`src/rtl/cpu3_pkg.sv`:
```
// Shared widths and fetch-line slot positions for the instruction front end.
package cpu3_pkg;

    localparam int INSTR_W   = 32;
    localparam int PC_W      = 14;
    localparam int LINE_W    = 64;

    localparam int SLOT0_MSB = 63;
    localparam int SLOT1_MSB = 31;

    // Number of valid slots in a fetch line, as an entry count.
    function automatic logic [1:0] slot_count(input logic [1:0] mask);
        return {1'b0, mask[0]} + {1'b0, mask[1]};
    endfunction

endpackage

```
`src/rtl/inst_fetch_queue_if.sv`:
```
// Fetch-side and decode-side signals of the instruction fetch queue.
interface inst_fetch_queue_if
    import cpu3_pkg::*;
#(
    parameter int PCW = PC_W
);
    logic                flush;
    logic                in_vld;
    logic [PCW-1:0]      in_pc;
    logic [LINE_W-1:0]   in_instr;
    logic [1:0]          in_mask;
    logic                in_rdy;
    logic [1:0]          out_vld;
    logic [INSTR_W-1:0]  out_instr0;
    logic [PCW-1:0]      out_pc0;
    logic [INSTR_W-1:0]  out_instr1;
    logic [PCW-1:0]      out_pc1;
    logic [1:0]          deq_cnt;
    logic [1:0]          err;

    // master: fetch/decode side driving the queue
    modport master (
        output flush, in_vld, in_pc, in_instr, in_mask, deq_cnt,
        input  in_rdy, out_vld, out_instr0, out_pc0, out_instr1, out_pc1, err
    );

    // slave: the queue itself
    modport slave (
        input  flush, in_vld, in_pc, in_instr, in_mask, deq_cnt,
        output in_rdy, out_vld, out_instr0, out_pc0, out_instr1, out_pc1, err
    );

endinterface

```
`src/rtl/inst_fetch_queue.sv`:
```
// Dual-enqueue / dual-dequeue circular instruction queue between fetch and decode.
module inst_fetch_queue
    import cpu3_pkg::*;
#(
    parameter int DEPTH = 8,
    parameter int PCW   = PC_W
) (
    input  logic               clk,
    input  logic               rstn,
    inst_fetch_queue_if.slave  bus
);

    localparam int AW = $clog2(DEPTH);
    localparam int CW = AW + 1;

    logic [INSTR_W-1:0] mem_instr [DEPTH];
    logic [PCW-1:0]     mem_pc    [DEPTH];

    logic [AW-1:0] wr_ptr;
    logic [AW-1:0] rd_ptr;
    logic [CW-1:0] count;
    logic          rdy_q;
    logic [1:0]    err_q;

    logic          enq_ok;
    logic          deq_err;
    logic [1:0]    n_enq;
    logic [1:0]    n_deq;
    logic [CW-1:0] count_next;
    logic [CW-1:0] free_next;
    logic          rdy_next;
    logic [1:0]    err_next;

    logic          we_a;
    logic          we_b;
    logic [AW-1:0] wa_a;
    logic [AW-1:0] wa_b;
    logic [INSTR_W-1:0] wd_a;
    logic [INSTR_W-1:0] wd_b;
    logic [PCW-1:0]     pc_even;
    logic [PCW-1:0]     pc_odd;
    logic [AW-1:0]      rd_ptr1;

    assign pc_even = {bus.in_pc[PCW-1:1], 1'b0};
    assign pc_odd  = {bus.in_pc[PCW-1:1], 1'b1};

    always_comb begin
        enq_ok     = bus.in_vld & rdy_q & ~bus.flush;
        deq_err    = CW'(bus.deq_cnt) > count;
        n_enq      = enq_ok ? slot_count(bus.in_mask) : 2'd0;
        n_deq      = deq_err ? 2'd0 : bus.deq_cnt;
        count_next = count + CW'(n_enq) - CW'(n_deq);
        // Conservative: same-cycle dequeue is already in count_next, but not
        // the one decode may do next cycle.
        free_next  = CW'(DEPTH) - count_next;
        rdy_next   = free_next >= CW'(2);
        err_next   = err_q | {deq_err, bus.in_vld & ~rdy_q};
    end

    // Port a takes the first valid slot, port b the second (only with mask 11).
    always_comb begin
        we_a = enq_ok & (bus.in_mask != 2'b00);
        we_b = enq_ok & (bus.in_mask == 2'b11);
        wa_a = wr_ptr;
        wa_b = wr_ptr + AW'(1);
        wd_a = bus.in_mask[0] ? bus.in_instr[SLOT0_MSB -: INSTR_W]
                              : bus.in_instr[SLOT1_MSB -: INSTR_W];
        wd_b = bus.in_instr[SLOT1_MSB -: INSTR_W];
    end

    always_ff @(posedge clk) begin
        if (we_a) begin
            mem_instr[wa_a] <= wd_a;
            mem_pc[wa_a]    <= bus.in_mask[0] ? pc_even : pc_odd;
        end
        if (we_b) begin
            mem_instr[wa_b] <= wd_b;
            mem_pc[wa_b]    <= pc_odd;
        end
    end

    always_ff @(posedge clk) begin
        if (!rstn) begin
            wr_ptr <= '0;
            rd_ptr <= '0;
            count  <= '0;
            rdy_q  <= 1'b1;
            err_q  <= 2'b00;
        end else begin
            err_q <= err_next;
            if (bus.flush) begin
                wr_ptr <= '0;
                rd_ptr <= '0;
                count  <= '0;
                rdy_q  <= 1'b1;
            end else begin
                wr_ptr <= wr_ptr + AW'(n_enq);
                rd_ptr <= rd_ptr + AW'(n_deq);
                count  <= count_next;
                rdy_q  <= rdy_next;
            end
        end
    end

    assign rd_ptr1        = rd_ptr + AW'(1);
    assign bus.in_rdy     = rdy_q;
    assign bus.out_vld    = {count >= CW'(2), count >= CW'(1)};
    assign bus.out_instr0 = mem_instr[rd_ptr];
    assign bus.out_pc0    = mem_pc[rd_ptr];
    assign bus.out_instr1 = mem_instr[rd_ptr1];
    assign bus.out_pc1    = mem_pc[rd_ptr1];
    assign bus.err        = err_q;

endmodule

```
`src/flat_wrapper.sv`:
```
// flat-port wrapper written by rule: the top's interface ports become plain ports
module inst_fetch_queue_flat import cpu3_pkg::*;
#(
    parameter int DEPTH = 8,
    parameter int PCW   = PC_W
)
  (clk, rstn, bus_flush, bus_in_vld, bus_in_pc, bus_in_instr, bus_in_mask, bus_deq_cnt, bus_in_rdy, bus_out_vld, bus_out_instr0, bus_out_pc0, bus_out_instr1, bus_out_pc1, bus_err);
  inst_fetch_queue_if #(.PCW(PCW)) bus_i ();
  input  logic clk;
  input  logic rstn;
  input wire logic [$bits(bus_i.flush)-1:0] bus_flush;
  input wire logic [$bits(bus_i.in_vld)-1:0] bus_in_vld;
  input wire logic [$bits(bus_i.in_pc)-1:0] bus_in_pc;
  input wire logic [$bits(bus_i.in_instr)-1:0] bus_in_instr;
  input wire logic [$bits(bus_i.in_mask)-1:0] bus_in_mask;
  input wire logic [$bits(bus_i.deq_cnt)-1:0] bus_deq_cnt;
  output wire logic [$bits(bus_i.in_rdy)-1:0] bus_in_rdy;
  output wire logic [$bits(bus_i.out_vld)-1:0] bus_out_vld;
  output wire logic [$bits(bus_i.out_instr0)-1:0] bus_out_instr0;
  output wire logic [$bits(bus_i.out_pc0)-1:0] bus_out_pc0;
  output wire logic [$bits(bus_i.out_instr1)-1:0] bus_out_instr1;
  output wire logic [$bits(bus_i.out_pc1)-1:0] bus_out_pc1;
  output wire logic [$bits(bus_i.err)-1:0] bus_err;
  assign bus_i.flush = bus_flush;
  assign bus_i.in_vld = bus_in_vld;
  assign bus_i.in_pc = bus_in_pc;
  assign bus_i.in_instr = bus_in_instr;
  assign bus_i.in_mask = bus_in_mask;
  assign bus_i.deq_cnt = bus_deq_cnt;
  assign bus_in_rdy = bus_i.in_rdy;
  assign bus_out_vld = bus_i.out_vld;
  assign bus_out_instr0 = bus_i.out_instr0;
  assign bus_out_pc0 = bus_i.out_pc0;
  assign bus_out_instr1 = bus_i.out_instr1;
  assign bus_out_pc1 = bus_i.out_pc1;
  assign bus_err = bus_i.err;
  inst_fetch_queue #(.DEPTH(DEPTH), .PCW(PCW)) u_core (.clk(clk), .rstn(rstn), .bus(bus_i));
endmodule
```
`config.mk`:
```
export PLATFORM = sky130hd
export DESIGN_NAME = inst_fetch_queue_flat
export DESIGN_NICKNAME = d
export VERILOG_FILES = /design/src/rtl/cpu3_pkg.sv /design/src/rtl/inst_fetch_queue_if.sv /design/src/rtl/inst_fetch_queue.sv /design/src/flat_wrapper.sv
export SDC_FILE = /design/constraint.sdc
export NUM_CORES = 1
export LEC_CHECK = 0
export CAP_MARGIN = 5
export CORE_ASPECT_RATIO = 0.5
export CORE_UTILIZATION = 45
export DETAILED_ROUTE_END_ITERATION = 10
export PLACE_DENSITY_LB_ADDON = 0.08
export SYNTH_ARGS = -nofsm -noshare
export SYNTH_HDL_FRONTEND = slang
export SYNTH_SLANG_ARGS = --single-unit
```
`constraint.sdc`:
```
create_clock -name clk -period 6.25 [get_ports clk]
set_input_delay 1.5625 -clock clk [delete_from_list [all_inputs] [get_ports clk]]
set_output_delay 1.5625 -clock clk [all_outputs]
set_load 0.05 [all_outputs]
```
==> impl_metrics.py, run 1 <==
metrics = {
    "status": {
        "outcome": "finished, final reports clean",
    },
    "cts": {
        "clock_sinks": 381,
        "cts-resized-gates": 0,
        "cts_tree": "built",
        "htreeDepth": 2,
        "clk_latency_ns": 0.54,
        "cts.clk_slew.worst_paths_ns": 0.06,
        "cts-buffers-inserted": 39,
        "clock_path_buffers": 3,
        "ctsHoldBuffers": 0,
        "clock-root-buffer": "clkbuf_16",
        "post-cts-setup-buffers": 0,
    },
    "worst_hold_path": {
        "hold_depth": 1,
        "hp-class": "register to register",
        "hold_end": "u_core.bus.err[1]",
        "min_from": "u_core.bus.err[1]",
    },
    "critical_path": {
        "crit_path_max_fanout": 48,
        "end_kind": "output port",
        "rr_endpoint": "u_core.bus.in_rdy",
        "critPathKind": "register to output port",
        "critPathRequiredTime_ns": 4.69,
        "r2r_setup_slack_ns": 2.74,
        "cp-start-kind": "register",
        "startpoint": "u_core.rd_ptr[0]",
        "rr_startpoint": "u_core.count[1]",
        "cp.arrival_ns": 3.89,
        "r2r_cells": 14,
    },
    "floorplan": {
        "core-area_sq_um": 45800,
        "die_x_um": 309,
        "initial_core_util_pct": 46.3,
        "die-area_sq_um": 48100,
        "die_h_um": 156,
        "boundaryPins": 183,
        "rows": 55,
    },
    "global_routing": {
        "top_usage_layer": "met2",
        "antenna_found_initial": 1,
        "grt_util_all_layers_pct": 23.8,
        "grt-ovfl-total": 0,
        "grt_use_met2_pct": 42.2,
        "grt_first_pass_wirelength_um": 85200,
        "met3_usage_pct": 2.97,
        "grt.met1_usage_pct": 31.5,
        "grt_max_degree": 125,
        "grt_pass1_vias": 14200,
    },
    "synth": {
        "ys_ff_latch": 381,
        "synth_area_sq_um": 21200,
        "async_reset_ff_share_pct": 0,
        "yosysWarnings": 0,
        "synth_top_area_share_pct": 50.9,
        "synth_edf_count": 360,
        "yosysSeqAreaShare_pct": 52.9,
        "yosys-top-cells-area": "edfxtp_1 (51%), mux4_2 (20%), a21oi_1 (6.1%)",
        "syn-instance-count": 1593,
        "synthDistinctLibCells": 43,
        "yosys.area.top_type": "edfxtp_1",
        "synth_flop_cell": "edfxtp_1",
        "syn_avg_cell_area_sq_um": 13.3,
        "synth_nets": 1697,
    },
    "sta": {
        "hold_violations": 0,
        "tns_ns": 0,
        "post-route-period-util_pct": 87.3,
        "fin_skew_ns": 0.0128,
        "rsz0062_at_grt": "false",
        "finalCriticalPeriod_ns": 5.45,
        "worstMarginPinSlew_ns": 1.11,
        "relSlewSlack_pct": 26.2,
        "drv_slew": 0,
        "max_freq_mhz": 183,
        "finalSetupViolations": 0,
    },
    "place": {
        "place_congestion": 0.787,
        "dp_hpwl_um": 31900,
        "io_buffers": 181,
    },
    "route": {
        "drcViolationCount": 0,
        "wl_per_cell_um": 24.4,
        "viasPerCell": 5.93,
        "wirelength_um": 57000,
        "final_antenna_net_count": 0,
        "drt_iter0_markers": 1176,
        "num_vias": 13900,
        "drt_pass1_iterations": 6,
    },
    "final_layout": {
        "layout-drive-gt1-share_pct": 21.7,
        "post-route-util_pct": 53.8,
        "fin_nets": 1792,
        "fillCellCount": 3826,
        "synthToLayoutAreaGrowth_pct": 16.2,
    },
    "power_and_ir_drop": {
        "peakVddDrop_v": 0.000200,
        "power.density_nw_per_um2": 319,
        "p_leak_uw": 0.00801,
    },
    "job": {
        "max-cap-violations": 0,
    },
}
## worst max-delay path: stages (launching register included)
cell	delay [ns]
dfxtp_4	0.67
ha_4	0.83
buf_4	0.46
mux4_2	0.35
mux2_2	0.28
clkdlybuf4s50_1	0.75
## flip-flops by register name, summed over array words and instances (netlist names)
name and count:
u_core.bus.err 2, u_core.bus.in_rdy 1, u_core.count 4, u_core.mem_instr 256, u_core.mem_pc 112, u_core.rd_ptr 3, u_core.wa_a 3
## cells in the mapped netlist (3+ instances only)
| cell type | instances |
|---|---|
| a21oi_1 | 259 |
| and2_1 | 40 |
| buf_1 | 58 |
| buf_2 | 40 |
| buf_6 | 3 |
| clkbuf_1 | 54 |
| dfxtp_1 | 21 |
| edfxtp_1 | 360 |
| fa_1 | 4 |
| ha_1 | 14 |
| inv_1 | 22 |
| mux2_2 | 92 |
| mux2i_1 | 33 |
| mux4_2 | 184 |
| nand2_1 | 16 |
| nand4_1 | 4 |
| nand4b_1 | 6 |
| nor2_1 | 266 |
| nor2b_1 | 69 |
| o211ai_1 | 6 |
| o21a_1 | 4 |
| o21ai_0 | 4 |
| or3_1 | 4 |
| xor2_1 | 5 |
## how the worst max path moves through the flow
| stage | endpoint | depth (start not counted) |
|---|---|---|
| floorplan | u_core.mem_instr[2][0] | 8 |
| global placement | u_core.bus.in_rdy | 14 |
| detailed placement | u_core.bus.in_rdy | 14 |
| CTS | bus_out_instr1[1] | 5 |
| global route | bus_out_instr1[1] | 5 |
| finish | bus_out_instr1[1] | 5 |
## power by group
group          internal, uW  switching [uW]  total [uW]  leakage, uW
Combinational          1150            1580        2740      0.00399
Sequential             2880            50.1        2930      0.00345
Clock                  1230             978        2210     0.000567
## layer usage
layer  share of wire [%]  wire, um  up-vias
li1                    -         -     6252
met1                  41     23300     7084
met2                  52     29500      469
met3                 5.8      3310       61
met4                 1.6       894        0
met5                   0         0        -
## cells in the final DEF, fill, tap and decap left out, drive strengths merged, types with 33 or more instances in the layout
cell and n:
a21oi 259, and2 41, clkbuf 50, clkdlybuf4s50 180, edfxtp 360, mux2 92, mux2i 33, mux4 184
nor2 266, nor2b 69
## cell type report
type	count	area, sq um	share of cell area [%]
inverter	23	86.3	0.350
tap	627	785	3.18
clock buffer	50	1060	4.30
sequential	381	11200	45.6
multi-input combinational	1034	9300	37.7
timing repair buffer	209	2090	8.48
antenna	1	2.50	0.0101
clock inverter	14	97.6	0.396
## kinds of logic (layout without fill, tap and decap cells)
family | after synthesis | after routing | share of synthesized area, %
mux | 309 | 309 | 26.0
fa+ha+maj | 18 | 18 | 1.20
compound gates | 280 | 280 | 6.84
xor+xnor | 7 | 7 | 0.289
simple gates | 420 | 420 | 9.29
flops | 381 | 381 | 52.9
buf+inv | 178 | 296 | 3.49
other cells | 0 | 1 | 0
## through the flow
step	power [uW]	hold slack, ns	area (sq um)	setup WS (ns)	std cells
floorplan	4940	0.454	21200	1.29	1593
global placement	5700	0.448	23500	1.21	2274
detailed placement	5730	0.461	23500	1.12	2274
CTS	7930	0.477	24700	0.718	2338
global route	8170	0.502	24700	0.593	2339
finish	7870	0.468	24700	0.795	2339
(Power assumes the default switching activity.)
==> inputs of run 2 (changes only) <==
--- a/config.mk
+++ b/config.mk
@@ -10,6 +10,7 @@
 export CORE_UTILIZATION = 45
 export DETAILED_ROUTE_END_ITERATION = 10
 export PLACE_DENSITY_LB_ADDON = 0.08
+export SKIP_LAST_GASP = 1
 export SYNTH_ARGS = -nofsm -noshare
 export SYNTH_HDL_FRONTEND = slang
 export SYNTH_SLANG_ARGS = --single-unit
==> results of run 2 <==
The final DEF is identical to that of run 1; final timing and power are the same.
==> inputs of run 3 (changes only) <==
--- a/config.mk
+++ b/config.mk
@@ -14,3 +14,4 @@
 export SYNTH_ARGS = -nofsm -noshare
 export SYNTH_HDL_FRONTEND = slang
 export SYNTH_SLANG_ARGS = --single-unit
+export TNS_END_PERCENT = 5
==> results of run 3 <==
The final DEF is identical to that of run 1; final timing and power are the same.
